File: src/rtl/stream_demux_pkg.sv
// Shared definitions for the stream demultiplexer: default sizes, the slot
// state encoding and the select-legality helper used by the top level.
package stream_demux_pkg;

  localparam int DEFAULT_W    = 8;
  localparam int DEFAULT_N    = 2;
  localparam int DEFAULT_SELW = 1;
  localparam int DEFAULT_CW   = 8;

  typedef enum logic {
    EMPTY = 1'b0,
    FULL  = 1'b1
  } slot_state_t;

  // A select addresses a real output only when it is below the port count.
  function automatic logic sel_is_legal(input int unsigned sel, input int unsigned n);
    return sel < n;
  endfunction

endpackage

File: src/rtl/demux_slot.sv
// One single-entry output slot: holds a word until its consumer takes it and
// counts every word delivered through this port.
module demux_slot
  import stream_demux_pkg::*;
#(
  parameter int W  = DEFAULT_W,
  parameter int CW = DEFAULT_CW
) (
  input  logic          clk,
  input  logic          rst,
  input  logic          load,
  input  logic [W-1:0]  load_data,
  input  logic          ready,
  output logic [W-1:0]  data,
  output logic          valid,
  output logic [CW-1:0] cnt
);

  slot_state_t state;
  logic        drain;

  assign valid = (state == FULL);
  assign drain = valid & ready;

  // A load while full only happens when the old word drains in the same
  // cycle, so the new word simply overwrites it and the slot stays full.
  always_ff @(posedge clk) begin
    if (rst) begin
      state <= EMPTY;
      data  <= '0;
      cnt   <= '0;
    end else begin
      if (drain) begin
        cnt <= cnt + 1'b1;
      end
      unique case (state)
        EMPTY: begin
          if (load) begin
            state <= FULL;
            data  <= load_data;
          end
        end
        FULL: begin
          if (load) begin
            data <= load_data;
          end else if (ready) begin
            state <= EMPTY;
          end
        end
      endcase
    end
  end

endmodule

File: src/rtl/stream_demux.sv
// Registered 1-to-N stream demultiplexer: steers each accepted word into the
// slot named by in_sel and flags words addressed to non-existent ports.
module stream_demux
  import stream_demux_pkg::*;
#(
  parameter int W    = DEFAULT_W,
  parameter int N    = DEFAULT_N,
  parameter int SELW = DEFAULT_SELW,
  parameter int CW   = DEFAULT_CW
) (
  input  logic            clk,
  input  logic            rst,
  input  logic [W-1:0]    in_data,
  input  logic [SELW-1:0] in_sel,
  input  logic            in_valid,
  output logic            in_ready,
  output logic [N*W-1:0]  out_data,
  output logic [N-1:0]    out_valid,
  input  logic [N-1:0]    out_ready,
  output logic [N*CW-1:0] out_cnt,
  output logic            err
);

  logic         sel_legal;
  logic         sel_valid;
  logic         sel_ready;
  logic         accept;
  logic [N-1:0] load;

  assign sel_legal = sel_is_legal(32'(in_sel), N);

  always_comb begin
    sel_valid = 1'b0;
    sel_ready = 1'b0;
    for (int k = 0; k < N; k++) begin
      if (in_sel == SELW'(k)) begin
        sel_valid = out_valid[k];
        sel_ready = out_ready[k];
      end
    end
  end

  // Illegal selects are always accepted so a bad word can never stall the producer.
  assign in_ready = ~rst & (~sel_legal | ~sel_valid | sel_ready);
  assign accept   = in_valid & in_ready;

  for (genvar g = 0; g < N; g++) begin : g_slot
    assign load[g] = accept & (in_sel == SELW'(g));

    demux_slot #(
      .W (W),
      .CW(CW)
    ) u_slot (
      .clk      (clk),
      .rst      (rst),
      .load     (load[g]),
      .load_data(in_data),
      .ready    (out_ready[g]),
      .data     (out_data[g*W +: W]),
      .valid    (out_valid[g]),
      .cnt      (out_cnt[g*CW +: CW])
    );
  end

  always_ff @(posedge clk) begin
    if (rst) begin
      err <= 1'b0;
    end else if (accept & ~sel_legal) begin
      err <= 1'b1;
    end
  end

endmodule

File: config.mk
export PLATFORM = sky130hd
export DESIGN_NAME = stream_demux
export DESIGN_NICKNAME = d
export VERILOG_FILES = /design/src/rtl/stream_demux_pkg.sv /design/src/rtl/demux_slot.sv /design/src/rtl/stream_demux.sv
export SDC_FILE = /design/constraint.sdc
export NUM_CORES = 1
export LEC_CHECK = 0
export CAP_MARGIN = 20
export CORE_MARGIN = 2
export CORE_UTILIZATION = 41
export DETAILED_ROUTE_END_ITERATION = 10
export PLACE_DENSITY = 0.74
export SYNTH_ARGS = -nofsm -noshare
export SYNTH_HDL_FRONTEND = slang
export SYNTH_SLANG_ARGS = --single-unit
File: constraint.sdc
create_clock -name clk -period 3.7 [get_ports clk]
set_clock_uncertainty 0.2 [all_clocks]
set_input_delay 0.74 -clock clk [delete_from_list [all_inputs] [get_ports clk]]
set_output_delay 0.74 -clock clk [all_outputs]
set_load 0.1 [all_outputs]
==> results.py <==
metrics = {
    "timing": {
        "final.setup.worst_slack_ps": 602,
        "worst_slew_margin_rel_pct": 34.5,
        "setup_viol": 0,
        "fin_crit_sh_pct": 83.7,
        "tightest_slew_ps": 980,
        "fin_crit_ps": 3100,
        "hold_violations": 0,
        "rsz0062_at_grt": "no",
        "maxSlewViolCount": 0,
        "tns_ps": 0,
        "max_clock_freq_mhz": 323,
    },
    "power": {
        "power_leakage_nw": 0.661,
        "clockPowerShare_pct": 27.8,
        "peakVddDrop_mv": 0.206,
        "p_int_w": 0.000493,
        "cellPowerDensity_mw_per_mm2": 351,
        "power_switching_w": 0.000202,
        "power.share.sequential_pct": 54.4,
        "swShare_pct": 29.1,
        "p_comb_share_pct": 17.7,
    },
    "routing": {
        "route.detailed.drc": 0,
        "drtAntennaViolNets": 0,
        "wirelength_um": 3240,
        "dr_total_vias": 1395,
        "routed_via_density": 5.39,
        "wire_per_inst_um": 12.5,
        "dr.pass1.iters": 4,
        "drt-initial-drc-count": 79,
    },
    "floorplanning": {
        "fp.dieH_um": 63.3,
        "core_area_mm2": 0.00336,
        "ioPinCount": 50,
        "die_w_um": 63.3,
        "start_util_pct": 42.9,
        "num_rows": 21,
        "fp.dieArea_mm2": 0.00401,
    },
    "logic_synthesis": {
        "yosysSeqAreaShare_pct": 47.2,
        "synth_cell_types": 30,
        "synthArstFlopShare_pct": 0,
        "syn_inst": 170,
        "netlist_area_mm2": 0.00144,
        "ys_warn_count": 0,
        "avgSynthCellArea_um2": 8.48,
        "synth_fp_nets": 186,
        "synth_edf_count": 0,
        "synth_ff_type": "dfxtp_1",
        "ys_ff_latch": 34,
    },
    "critical_path": {
        "path_class": "input port to output port",
        "crit_fanout": 10,
        "cp_top_family": "buffers and inverters",
        "critPathLaunchType": "input port",
        "critical_path_buf_inv_count": 2,
        "cp.required_ps": 2760,
        "slowest_stage": "clkdlybuf4s50_1",
        "worstPathArrival_ps": 2160,
        "endpoint_kind": "output port",
        "cp_cell_sequence": "clkdlybuf4s50_1 -> or2b_2 -> nor2_1 -> a211oi_2 -> buf_12",
        "max_stage_delay_ps": 590,
    },
    "clock_network": {
        "cts_root_buffer": "clkbuf_4",
        "path_clk_slew_ps": 80,
        "cts_hold_buf": 0,
        "postCtsSetupBuffers": 0,
        "cts.sinks": 34,
        "clock_latency_ps": 330,
        "htree_levels": 2,
        "numCtsBuffers": 5,
        "cts_tree": "built",
        "clock_path_buffers": 2,
        "cts-resized-gates": 0,
    },
    "placement": {
        "dpl.hpwl_um": 2440,
        "postPlaceCellArea_mm2": 0.00193,
        "pre_cts_ws_ps": 625,
        "gp_congestion": 0.784,
        "port_buffers": 48,
    },
    "final_layout": {
        "drive_gt1_share_pct": 9.86,
        "final_common_cell": "clkdlybuf4s50_1",
        "layout_common_cells": "clkdlybuf4s50_1 (40), dfxtp_1 (34), a21oi_1 (30)",
        "finish.utilization_pct": 58.8,
        "design_area_mm2": 0.00198,
        "nets": 230,
        "fill_cells": 327,
        "area_growth_syn_to_layout_pct": 37.2,
        "n_antenna_cell": 0,
    },
    "grt": {
        "grt_max_degree": 39,
        "grt_pass1_wl_um": 5370,
        "overflow": 0,
        "grt_pass1_vias": 1220,
        "grt_usage_pct": 16.9,
        "antenna_found_initial": 0,
    },
    "run": {
        "maxCapViolCount": 0,
    },
    "min_path": {
        "hold_path.class": "flip-flop to flip-flop",
    },
    "status": {
        "status": "completed",
    },
}
==> Yosys cell counts, types with 2 or more instances <==
master	n	area, um^2
dfxtp_1	34	681
a21oi_1	30	150
nand3_1	22	110
o21ai_0	19	95.1
clkbuf_1	7	26.3
or3_1	7	43.8
nand2_1	6	22.5
nor2_1	5	18.8
inv_1	4	15.0
o21ai_1	4	20.0
buf_4	3	22.5
nand4_1	3	18.8
o31ai_1	3	22.5
or4_1	3	22.5
ha_1	2	25.0
nand4_2	2	25.0
xnor2_1	2	17.5
xor2_1	2	17.5
==> power by group through the flow <==
stage | Sequential (W) | Clock (W) | Combinational (W)
floorplan | 0.000432 | 0 | 0.0000399
global placement | 0.000387 | 0 | 0.000122
detailed placement | 0.000387 | 0 | 0.000123
CTS | 0.000378 | 0.000202 | 0.000123
global route | 0.000380 | 0.000219 | 0.000128
finish | 0.000378 | 0.000193 | 0.000123
==> path summary, 6_finish.rpt <==
kind | startpoint | endpoint | slack (ps) | cells past startpoint
hold reg to reg | g_slot[1].u_slot.data[2]$_SDFFE_PP0P_ | g_slot[1].u_slot.data[2]$_SDFFE_PP0P_ | 280 | 2
hold / removal | g_slot[1].u_slot.data[2]$_SDFFE_PP0P_ | g_slot[1].u_slot.data[2]$_SDFFE_PP0P_ | 280 | 2
setup reg to reg | g_slot[0].u_slot.valid$_SDFF_PP0_ | g_slot[0].u_slot.cnt[7]$_SDFFE_PP0P_ | 2130 | 3
setup / recovery | out_ready[0] | in_ready | 600 | 5
==> registers in the layout, summed over array words and instances (netlist names) <==
signal,cells
g_slot.u_slot.data,16
g_slot.u_slot.valid,2
g_slot.u_slot.cnt,16
==> per-layer routing <==
layer / GRT usage (%) / part of all wire [%]
met4: 8.97 / 2.3
met2: 27.9 / 47
met5: 0 / 0
met1: 20.1 / 45
met3: 4.46 / 5.9
==> final cells by class <==
class                           instances  area, um^2  share of cell area [%]
Clock buffer                            6        51.3                    2.59
Inverter                                4        15.0                   0.759
Timing Repair Buffer                   49         480                    24.3
Multi-Input combinational cell        120         693                    35.0
Tap cell                               46        57.6                    2.91
Sequential cell                        34         681                    34.4
==> kinds of logic after synthesis <==
group / after synthesis / synth area share, %
other cells: 1 / 0.260
buf+inv: 16 / 5.03
fa+ha+maj: 2 / 1.74
simple gates: 56 / 22.8
flops: 34 / 47.2
xor+xnor: 4 / 2.43
compound gates: 57 / 20.5
==> worst reg2reg max path: stages (launching register included) <==
cell     delay (ps)
dfxtp_1         460
nand4_2         200
or4_1           500
a21oi_1         150
==> stage by stage <==
step / power [W] / std cells / hold slack, ps
floorplan: 0.000472 / 170 / 326
global placement: 0.000509 / 253 / 262
detailed placement: 0.000510 / 253 / 269
CTS: 0.000704 / 259 / 282
global route: 0.000727 / 259 / 305
finish: 0.000695 / 259 / 279
Power figures use the tool's default switching activity.
